File: src/rtl/cpu_pkg.sv
// Shared CPU front-end definitions: fetch FSM encoding, word-address type
// and the instruction-register reset value.
package cpu_pkg;

    localparam int WA_W = 30;

    localparam logic [31:0] IR_RESET_DEFAULT = 32'h0000_0000;

    typedef logic [WA_W-1:0] waddr_t;

    typedef enum logic [1:0] {
        S_FETCH = 2'd0,
        S_HOLD  = 2'd1,
        S_DRAIN = 2'd2
    } fetch_state_t;

endpackage

File: src/rtl/ifetch_ctrl_if.sv
// Fetch-side bus bundle: instruction-memory read handshake plus the
// IR valid/ready hand-off towards decode.
interface ifetch_ctrl_if;
    import cpu_pkg::*;

    logic        imem_req;
    waddr_t      imem_addr;
    logic        imem_ack;
    logic [31:0] imem_rdata;
    logic        ir_valid;
    logic        ir_ready;
    logic [31:0] IR;
    waddr_t      ir_pc;

    modport master (
        output imem_req, imem_addr, ir_valid, IR, ir_pc,
        input  imem_ack, imem_rdata, ir_ready
    );

    modport slave (
        input  imem_req, imem_addr, ir_valid, IR, ir_pc,
        output imem_ack, imem_rdata, ir_ready
    );

endinterface

File: src/rtl/ifetch_ctrl.sv
// Instruction-fetch controller: issues one word read per instruction,
// holds the result in IR until decode takes it, and steers the PC register
// (sequential increment or branch/jump redirect). A redirect that lands
// while a read is outstanding sends the FSM to S_DRAIN so the stale
// response is swallowed instead of reaching IR.
module ifetch_ctrl
    import cpu_pkg::*;
#(
    parameter logic [31:0] IR_RESET = IR_RESET_DEFAULT,
    parameter waddr_t      PC_INC   = waddr_t'(1)
) (
    input  logic         clk,
    input  logic         rst_n,
    input  waddr_t       PC,
    output waddr_t       NPC,
    output logic         PCWr,
    input  logic         redirect,
    input  waddr_t       redirect_target,
    ifetch_ctrl_if.master bus
);

    fetch_state_t r_state;
    fetch_state_t w_state_nxt;
    logic         r_req;
    logic         w_req_nxt;
    waddr_t       r_addr;
    waddr_t       w_addr_nxt;
    logic [31:0]  r_ir;
    waddr_t       r_ir_pc;

    logic         w_ack;
    logic         w_pcwr;
    waddr_t       w_npc;
    waddr_t       w_seq_pc;
    logic         w_capture;
    logic         w_squash;

    // An ack only means something while our own request is on the bus.
    assign w_ack    = bus.imem_ack & r_req;
    assign w_seq_pc = PC + PC_INC;

    // Next-state, request launch and PC-steering decisions; redirect always wins.
    always_comb begin
        w_state_nxt = r_state;
        w_req_nxt   = r_req;
        w_addr_nxt  = r_addr;
        w_pcwr      = 1'b0;
        w_npc       = w_seq_pc;
        w_capture   = 1'b0;
        w_squash    = 1'b0;
        case (r_state)
            S_FETCH: begin
                if (redirect) begin
                    w_pcwr = 1'b1;
                    w_npc  = redirect_target;
                    if (w_ack) begin
                        // Response arrives with the redirect: drop it, refetch from target.
                        w_req_nxt = 1'b0;
                    end else if (r_req) begin
                        // Request in flight: keep it up until the memory answers.
                        w_state_nxt = S_DRAIN;
                    end else begin
                        w_req_nxt  = 1'b1;
                        w_addr_nxt = redirect_target;
                    end
                end else if (w_ack) begin
                    w_pcwr      = 1'b1;
                    w_capture   = 1'b1;
                    w_req_nxt   = 1'b0;
                    w_state_nxt = S_HOLD;
                end else if (!r_req) begin
                    // Idle cycle after reset or after a discarded response.
                    w_req_nxt  = 1'b1;
                    w_addr_nxt = PC;
                end
            end
            S_HOLD: begin
                if (redirect) begin
                    w_pcwr      = 1'b1;
                    w_npc       = redirect_target;
                    w_squash    = 1'b1;
                    w_req_nxt   = 1'b1;
                    w_addr_nxt  = redirect_target;
                    w_state_nxt = S_FETCH;
                end else if (bus.ir_ready) begin
                    // PC was already advanced when this instruction was captured.
                    w_req_nxt   = 1'b1;
                    w_addr_nxt  = PC;
                    w_state_nxt = S_FETCH;
                end
            end
            S_DRAIN: begin
                if (redirect) begin
                    w_pcwr = 1'b1;
                    w_npc  = redirect_target;
                end
                if (w_ack) begin
                    w_req_nxt   = 1'b0;
                    w_state_nxt = S_FETCH;
                end
            end
            default: begin
                w_req_nxt   = 1'b0;
                w_state_nxt = S_FETCH;
            end
        endcase
    end

    // FSM state plus the registered request level and its held address.
    always_ff @(posedge clk or negedge rst_n) begin
        if (!rst_n) begin
            r_state <= S_FETCH;
            r_req   <= 1'b0;
            r_addr  <= '0;
        end else begin
            r_state <= w_state_nxt;
            r_req   <= w_req_nxt;
            r_addr  <= w_addr_nxt;
        end
    end

    // Instruction register and its PC; cleared when a held instruction is squashed.
    always_ff @(posedge clk or negedge rst_n) begin
        if (!rst_n) begin
            r_ir    <= IR_RESET;
            r_ir_pc <= '0;
        end else if (w_capture) begin
            r_ir    <= bus.imem_rdata;
            r_ir_pc <= PC;
        end else if (w_squash) begin
            r_ir    <= IR_RESET;
        end
    end

    // The PC register must see a plain sequential NPC and no write while in reset.
    assign PCWr = rst_n & w_pcwr;
    assign NPC  = rst_n ? w_npc : w_seq_pc;

    assign bus.imem_req  = r_req;
    assign bus.imem_addr = r_addr;
    assign bus.ir_valid  = (r_state == S_HOLD);
    assign bus.IR        = r_ir;
    assign bus.ir_pc     = r_ir_pc;

endmodule

File: src/flat_wrapper.sv
// flat-port wrapper written by rule: the top's interface ports become plain ports
module ifetch_ctrl_flat import cpu_pkg::*;
#(
    parameter logic [31:0] IR_RESET = IR_RESET_DEFAULT,
    parameter waddr_t      PC_INC   = waddr_t'(1)
)
  (clk, rst_n, PC, NPC, PCWr, redirect, redirect_target, bus_imem_req, bus_imem_addr, bus_ir_valid, bus_IR, bus_ir_pc, bus_imem_ack, bus_imem_rdata, bus_ir_ready);
  ifetch_ctrl_if bus_i ();
  input  logic clk;
  input  logic rst_n;
  input  waddr_t PC;
  output waddr_t NPC;
  output logic PCWr;
  input  logic redirect;
  input  waddr_t redirect_target;
  output wire logic [$bits(bus_i.imem_req)-1:0] bus_imem_req;
  output wire logic [$bits(bus_i.imem_addr)-1:0] bus_imem_addr;
  output wire logic [$bits(bus_i.ir_valid)-1:0] bus_ir_valid;
  output wire logic [$bits(bus_i.IR)-1:0] bus_IR;
  output wire logic [$bits(bus_i.ir_pc)-1:0] bus_ir_pc;
  input wire logic [$bits(bus_i.imem_ack)-1:0] bus_imem_ack;
  input wire logic [$bits(bus_i.imem_rdata)-1:0] bus_imem_rdata;
  input wire logic [$bits(bus_i.ir_ready)-1:0] bus_ir_ready;
  assign bus_imem_req = bus_i.imem_req;
  assign bus_imem_addr = bus_i.imem_addr;
  assign bus_ir_valid = bus_i.ir_valid;
  assign bus_IR = bus_i.IR;
  assign bus_ir_pc = bus_i.ir_pc;
  assign bus_i.imem_ack = bus_imem_ack;
  assign bus_i.imem_rdata = bus_imem_rdata;
  assign bus_i.ir_ready = bus_ir_ready;
  ifetch_ctrl #(.IR_RESET(IR_RESET), .PC_INC(PC_INC)) u_core (.clk(clk), .rst_n(rst_n), .PC(PC), .NPC(NPC), .PCWr(PCWr), .redirect(redirect), .redirect_target(redirect_target), .bus(bus_i));
endmodule
File: config.mk
export PLATFORM = sky130hd
export DESIGN_NAME = ifetch_ctrl_flat
export DESIGN_NICKNAME = d
export VERILOG_FILES = /design/src/rtl/cpu_pkg.sv /design/src/rtl/ifetch_ctrl_if.sv /design/src/rtl/ifetch_ctrl.sv /design/src/flat_wrapper.sv
export SDC_FILE = /design/constraint.sdc
export NUM_CORES = 1
export LEC_CHECK = 0
export CORE_ASPECT_RATIO = 0.9
export CORE_UTILIZATION = 38
export DETAILED_ROUTE_END_ITERATION = 8
export PLACE_DENSITY = 0.76
export SLEW_MARGIN = 0
export SYNTH_ARGS = -nofsm -noshare
export SYNTH_HDL_FRONTEND = slang
export SYNTH_SLANG_ARGS = --single-unit
File: constraint.sdc
create_clock -name clk -period 2.5 [get_ports clk]
set_clock_uncertainty 0.2 [all_clocks]
set_input_delay 0.375 -clock clk [delete_from_list [all_inputs] [get_ports clk]]
set_output_delay 0.375 -clock clk [all_outputs]
set_load 0.005 [all_outputs]
==> summary.md, run 1 <==
| Metric | Value |
|---|---|
| Top post-synthesis cells by area | dfrtp_1, mux2_2, mux2i_1 |
| Post-Place Worst Slack | -1.091 ns |
| Critical path class | input pin to primary output |
| Power Density | 926.1 mW/mm² |
| RSZ-0062 raised after global routing | yes |
| Die height | 109.3 µm |
| Area growth from synthesis to layout | 74.94% |
| Largest area contributor in the netlist | dfrtp_1 |
| Register area | 0.002377 mm² |
| Worst path bufs/invs | 4 |
| Most frequent cells in the layout | clkdlybuf4s50_1, dfrtp_1, buf_4 |
| Crit path required time | 1.92 ns |
| Placeable Area | 0.01227 mm² |
| CP Data Arrival Time | 2.24 ns |
| Distinct cells, synth | 44 |
| Tcrit/Tclk final | 1.128 |
| First-pass GRT wire length | 28300 µm |
| TritonCTS clock tree | done |
| Mapped Nets | 579 |
| H-tree levels | 3 |
| Final Max Tran Viols | 0 |
| Max rail drop VDD | 0.5812 mV |
| Hold Crit Class | input pin to flip-flop |
| DRT antenna net count | 0 |
| Final WS setup | -0.3192 ns |
| CP startpoint kind | input pin |
| DRT Wirelength | 18670 µm |
| Worst-margin pin slew | 1.095 ns |
| # DRC | 0 |
| Layout fillers | 882 |
| Post-Syn Area | 0.004858 mm² |
| Ys Warns | 0 |
| Top delay family on crit path | simple AND/OR/NAND/NOR gates |
| Most used routing layer | met2 |
| CP max stage cell | or4b_4 |
| Clk slew on worst S/H paths | 0.06 ns |
| Max Fclk | 354.7 MHz |
| Layout net count | 877 |
| Reg2reg setup slack | 0.31 ns |
| Initial antenna violation count | 0 |
| Vias in the first global route | 5181 |
| Drt pass-1 iters | 5 |
| Die ar. | 0.01324 mm² |
| Max Cap Viol | 0 |
| Worst Hold Path Cells | 2 |
| Violated checks | setup timing |
| Period minus WS final | 2.819 ns |
| Initial core utilization | 0.3961 |
| Hold_ws | 0.1044 ns |
| Status | finished with violations |
| Mean Syn Cell Area | 10.19 µm² |
| Share of cells above drive strength 1 | 0.3244 |
| Critical register-to-register path endpoint | u_core.bus.imem_addr[11]$_DFFE_PN0P_ |
| Final Hold Viols | 0 |
| Setup TNS | -1.758 ns |
| Port Buffers | 221 |
| Hold path start | PC[4] |
| CTS Buf Count | 9 |
| FF-to-FF path depth | 8 |
| Clock Tree Root | clkbuf_16 |
| Gate Count Post-Synth | 477 |
| Lkg Pwr | 3.762 nW |
| Met1 usage | 0.3698 |
| Most common cell after layout, fill and taps aside | clkdlybuf4s50_1 |
| Longest Clk Path Bufs | 2 |
| Endpoint class of the critical path | primary output |
| Largest net degree at the start of global routing | 86 |
| Antenna Cells | 0 |
| Worst R2R Start | u_core.r_state[1]$_DFFE_PN0P_ |
| Hold Path End | u_core.bus.ir_pc[4]$_DFFE_PN0P_ |
| Clock Sink Count | 95 |
| Vias/cell | 5.461 |
| 1st-iter DRT viols | 297 |
| Skew-Pair Late Insertion Delay | 0.34 ns |
| Met2 usage | 0.4551 |
| Met3 Use GR | 0.05596 |
| Chip width | 121.2 µm |
| Routed len/inst | 19.86 µm |
| Yosys top cell area share | 0.4893 |
| Area of the multi-input gates | 0.002703 mm² |
| Seq/Total Area, Yosys | 0.4893 |
| GRT overflow | 0 |
| Count of state elements after synthesis | 95 |
| DP HPWL | 13260 µm |
| GRT Total Usage | 0.2825 |
| IO Pins | 222 |
| Worst rel slew slack | 0.2702 |
| Slowest cell delay on critical path | 0.49 ns |
| GPL Wtd Cong | 0.9122 |
| Crit-path cells | buf_8 > nand4_1 > buf_4 > or4_4 > buf_6 > or4b_4 > a31oi_4 > buf_2 |
| DR vias | 5133 |
| Site Rows | 38 |
| Final setup vio count | 8 |
| Largest driver fanout on the critical path | 2 |
==> layout make-up <==
cell class | count | area share
repair buffers | 322 | 0.3408
multi-input cells | 342 | 0.3180
flip-flops and latches | 95 | 0.2797
clock buffers | 12 | 0.03136
well taps | 160 | 0.02355
clock inverters | 4 | 0.004416
inverters | 5 | 0.002208
==> Yosys cell counts, drive strengths merged <==
cell type,count
a211o,2
a21o,1
a21oi,5
a22o,34
a31o,3
a31oi,12
and3,4
and3b,1
and4,2
buf,10
clkbuf,25
dfrtp,95
ha,5
inv,5
mux2,30
mux2i,30
nand2,64
nand2b,2
nand3,19
nand3b,1
nand4,9
nand4b,2
nor2,20
nor2b,1
nor3,4
nor3b,2
nor4,3
nor4b,1
o211ai,1
o21ai,49
o22ai,1
o31ai,4
o41ai,3
or3,3
or4,9
or4b,2
xnor2,7
xor2,6
==> sequential cells by signal, summed over array words and instances, names as in the netlist <==
signal / count
u_core.bus.IR: 32
u_core.bus.imem_addr: 30
u_core.bus.imem_req: 1
u_core.bus.ir_pc: 30
u_core.r_state: 2
==> metal layers <==
| metal | routed length (µm) | vias up |
|---|---|---|
| met3 | 1470 | 39 |
| met5 | 0 | - |
| met4 | 546 | 0 |
| met1 | 7852 | 2503 |
| met2 | 8797 | 248 |
| li1 | - | 2343 |
==> stage by stage <==
step	util	area, µm²	std cells	total power [W]
after CTS	0.6849	8402	937	0.007892
final	0.6929	8499	940	0.007871
after detailed placement	0.6305	7734	896	0.006431
after floorplan	-	4883	477	0.004045
after global routing	0.6929	8499	940	0.008367
after global placement	0.6305	7734	896	0.006336
==> how the worst max path moves through the flow <==
| stage | start | endpoint | slack [ns] | cells after the start |
|---|---|---|---|---|
| 5_1_grt | PC[0] | NPC[21] | -0.36 | 8 |
| 3_5_place_dp | PC[4] | NPC[25] | -1.09 | 6 |
| 4_1_cts | PC[1] | NPC[29] | -0.24 | 7 |
| 2_1_floorplan | PC[2] | NPC[29] | 0.02 | 5 |
| 3_3_place_gp | PC[4] | NPC[25] | -1.07 | 6 |
| 6_report | PC[0] | NPC[21] | -0.32 | 8 |
==> where the power goes <==
group | switching, W | total, W | internal [W]
clock | 0.000622 | 0.00139 | 0.000770
combinational | 0.00147 | 0.00373 | 0.00226
sequential | 0.000454 | 0.00275 | 0.00230
total | 0.00255 | 0.00787 | 0.00533
==> cell families (layout without fill, tap and decap cells) <==
group	count (synthesis)	count (layout)	synth area share
xor gates and xnor gates	13	13	0.02344
DFF	95	95	0.4893
muxes	60	60	0.1313
AOI/OAI and AO/OA	115	115	0.1574
adders and majority gates	5	5	0.01288
buffers and inverters	40	343	0.03245
and+or+nand+nor	149	149	0.1532
==> what timing repair did <==
item,4_1_cts,5_1_grt
hold buffers,2,0
endpoints found under the hold margin,10,0
buffers inserted,22,5
pin swaps,31,16
cloned,1,0
endpoints found under the setup margin,31,24
resized for setup,229,65
(Power assumes the default switching activity.)
==> inputs of run 2 (changes only) <==
--- a/config.mk
+++ b/config.mk
@@ -8,6 +8,7 @@
 export CORE_ASPECT_RATIO = 0.9
 export CORE_UTILIZATION = 38
 export DETAILED_ROUTE_END_ITERATION = 8
+export MAX_ROUTING_LAYER = met4
 export PLACE_DENSITY = 0.76
 export SLEW_MARGIN = 0
 export SYNTH_ARGS = -nofsm -noshare
==> summary.md, run 2 (synthesis gave the netlist of run 1 again) <==
| Metric | Value |
|---|---|
| Clock Tree Root | clkbuf_16 |
| Area growth from synthesis to layout | 73.45% |
| Layout Cells excl Fill | 941 (+0.11%) |
| Endpoint class of the critical path | primary output |
| Most common cell after layout, fill and taps aside | clkdlybuf4s50_1 |
| Worst rel slew slack | 0.3009 (+0.03070) |
| Lkg Pwr | 3.723 nW (-1.0%) |
| Max Cap Viol | 0 (unchanged) |
| Dpl cells | 897 (+0.11%) |
| Layout net count | 878 (+0.11%) |
| Vias in the first global route | 5076 (-2.0%) |
| GRT overflow | 0 (unchanged) |
| 1st-iter DRT viols | 300 (+1.0%) |
| CP Data Arrival Time | 2.09 ns (-0.15 ns) |
| Chip width | 121.2 µm (unchanged) |
| Tcrit/Tclk final | 1.065 (-0.06229) |
| Period minus WS final | 2.663 ns (-0.1557 ns) |
| DR vias | 5096 (-0.72%) |
| DP HPWL | 13390 µm (+0.98%) |
| Final setup vio count | 8 (unchanged) |
| Routed len/inst | 19.45 µm (-2.0%) |
| Cell mode on critical path | buf_6 |
| Hold Crit Class | input pin to asynchronous set/reset pin |
| Placeable Area | 0.01227 mm² (unchanged) |
| Largest driver fanout on the critical path | 5 (+3) |
| DRT Wirelength | 18310 µm (-1.9%) |
| Longest Clk Path Bufs | 2 (unchanged) |
| Max Fclk | 375.5 MHz (+5.8%) |
| Clock Sink Count | 95 (unchanged) |
| Initial antenna violation count | 0 (unchanged) |
| Site Rows | 38 (unchanged) |
| TritonCTS clock tree | done |
| Largest net degree at the start of global routing | 86 (unchanged) |
| Placed cell areas | 0.007741 mm² (about the same) |
| H-tree levels | 3 (unchanged) |
| Crit-path cells | buf_6 > nand4_1 > buf_6 > or4_4 > or4b_1 > a31oi_1 > buf_2 |
| Die ar. | 0.01324 mm² (unchanged) |
| Worst-margin pin slew | 1.049 ns (-0.04605 ns) |
| Tot Pwr | 0.007878 W (about the same) |
| Antenna Cells | 0 (unchanged) |
| CP max stage cell | or4b_1 |
| DRT antenna net count | 0 (unchanged) |
| Violated checks | setup timing |
| Crit path required time | 1.92 ns (about the same) |
| Final Max Tran Viols | 0 (unchanged) |
| Final WS setup | -0.1635 ns (+0.1557 ns) |
| Port Buffers | 221 (unchanged) |
| Worst path bufs/invs | 3 (-1) |
| Most frequent cells in the layout | clkdlybuf4s50_1, dfrtp_1, buf_4 |
| Critical path class | input pin to primary output |
| GRT Total Usage | 0.2825 (about the same) |
| Die height | 109.3 µm (unchanged) |
| Max reg flops | 32 (unchanged) |
| GPL Wtd Cong | 0.9353 (+2.5%) |
| Power Density | 934.8 mW/mm² (+0.95%) |
| Vias/cell | 5.416 (-0.83%) |
| Clk slew on worst S/H paths | 0.07 ns (about the same) |
| First-pass GRT wire length | 27190 µm (-3.9%) |
| IO Pins | 222 (unchanged) |
| Share of cells above drive strength 1 | 0.3239 (-0.0004153) |
| Drt pass-1 iters | 5 (unchanged) |
| Top delay family on crit path | simple AND/OR/NAND/NOR gates |
| Skew-Pair Late Insertion Delay | 0.34 ns (about the same) |
| Final Hold Viols | 0 (unchanged) |
| Initial core utilization | 0.3961 (unchanged) |
| Slowest cell delay on critical path | 0.55 ns (+0.06 ns) |
| # DRC | 0 (unchanged) |
| CTS Buf Count | 9 (unchanged) |
| Design Area, Final | 0.008427 mm² (-0.85%) |
| RSZ-0062 raised after global routing | yes |
| CP startpoint kind | input pin |
| Max rail drop VDD | 0.5465 mV (-6.0%) |
| Status | finished with violations |
run 2: cell types whose count changed in the layout (fill, tap and decap cells not counted), moves of 3 or more:
cell           delta
dlygate4sd2_1     -5
buf_4             +8
o21ai_1           +3
a31oi_1           +3
o21ai_0           -3
buf_2             -3
a31oi_2           -3
run 2: final cells by class:
type	count	area (µm²)
clock buffers	12	266.5
clock inverters	4	37.54
fillers	943	3840
inverters	5	18.77
multi-input cells	342	2636
flip-flops and latches	95	2377
well taps	160	200.2
repair buffers	323	2890
run 2: report_power, final:
part	total, W	internal, W	switching, W
logic	0.00374	0.00227	0.00147
clock network	0.00138	0.000769	0.000612
registers	0.00276	0.00230	0.000463
run 2: what timing repair did:
| item | 4_1_cts | 5_1_grt |
|---|---|---|
| resized for setup | 218 | 79 |
| endpoints found under the hold margin | 10 | 0 |
| setup endpoints to repair | 31 | 19 |
| pin swaps | 31 | 20 |
| gates cloned | 1 | 0 |
| setup buffers | 9 | 18 |
| hold buffers | 1 | 0 |
run 2: worst paths after layout:
check	slack, ns	from	cells past startpoint	endpoint
worst min-delay path	0.13	rst_n	2	u_core.bus.imem_addr[29]$_DFFE_PN0P_
min in group clk	0.13	PC[4]	2	u_core.bus.ir_pc[4]$_DFFE_PN0P_
worst max-delay path	-0.16	PC[3]	7	NPC[25]
max in group asynchronous	1.29	rst_n	2	u_core.bus.ir_pc[18]$_DFFE_PN0P_
worst min register to register	0.28	u_core.bus.imem_addr[21]$_DFFE_PN0P_	2	u_core.bus.imem_addr[21]$_DFFE_PN0P_
worst max register to register	0.28	u_core.r_state[1]$_DFFE_PN0P_	9	u_core.bus.IR[9]$_DFFE_PN0P_
run 2: metrics by stage:
step / utilization / setup WS [ns] / hold slack [ns] / TNS (ns)
after global placement: 0.6311 / -1.113 / 0.1096 / -19.38
after detailed placement: 0.6311 / -1.142 / 0.1124 / -19.71
after global routing: 0.6870 / -0.2218 / 0.1319 / -1.281
final: 0.6870 / -0.1635 / 0.1253 / -0.7374
after CTS: 0.6721 / -0.1720 / 0.1142 / -0.9859
after floorplan: - / 0.01710 / -0.1206 / 0
run 2: per-layer routing:
metal / vias up / GRT usage / share of wire
met5: - / - / 0
met4: 0 / 0.1111 / 0.027
met3: 39 / 0.05805 / 0.080
met2: 256 / 0.4429 / 0.47
met1: 2461 / 0.3595 / 0.42
li1: 2340 / - / -
==> inputs of run 3 (changes only) <==
--- a/config.mk
+++ b/config.mk
@@ -7,6 +7,8 @@
 export LEC_CHECK = 0
 export CORE_ASPECT_RATIO = 0.9
 export CORE_UTILIZATION = 38
+export CTS_CLUSTER_DIAMETER = 200
+export CTS_CLUSTER_SIZE = 30
 export DETAILED_ROUTE_END_ITERATION = 8
 export MAX_ROUTING_LAYER = met4
 export PLACE_DENSITY = 0.76
==> results of run 3 <==
Final layout, timing and power as in run 2 (identical DEF).
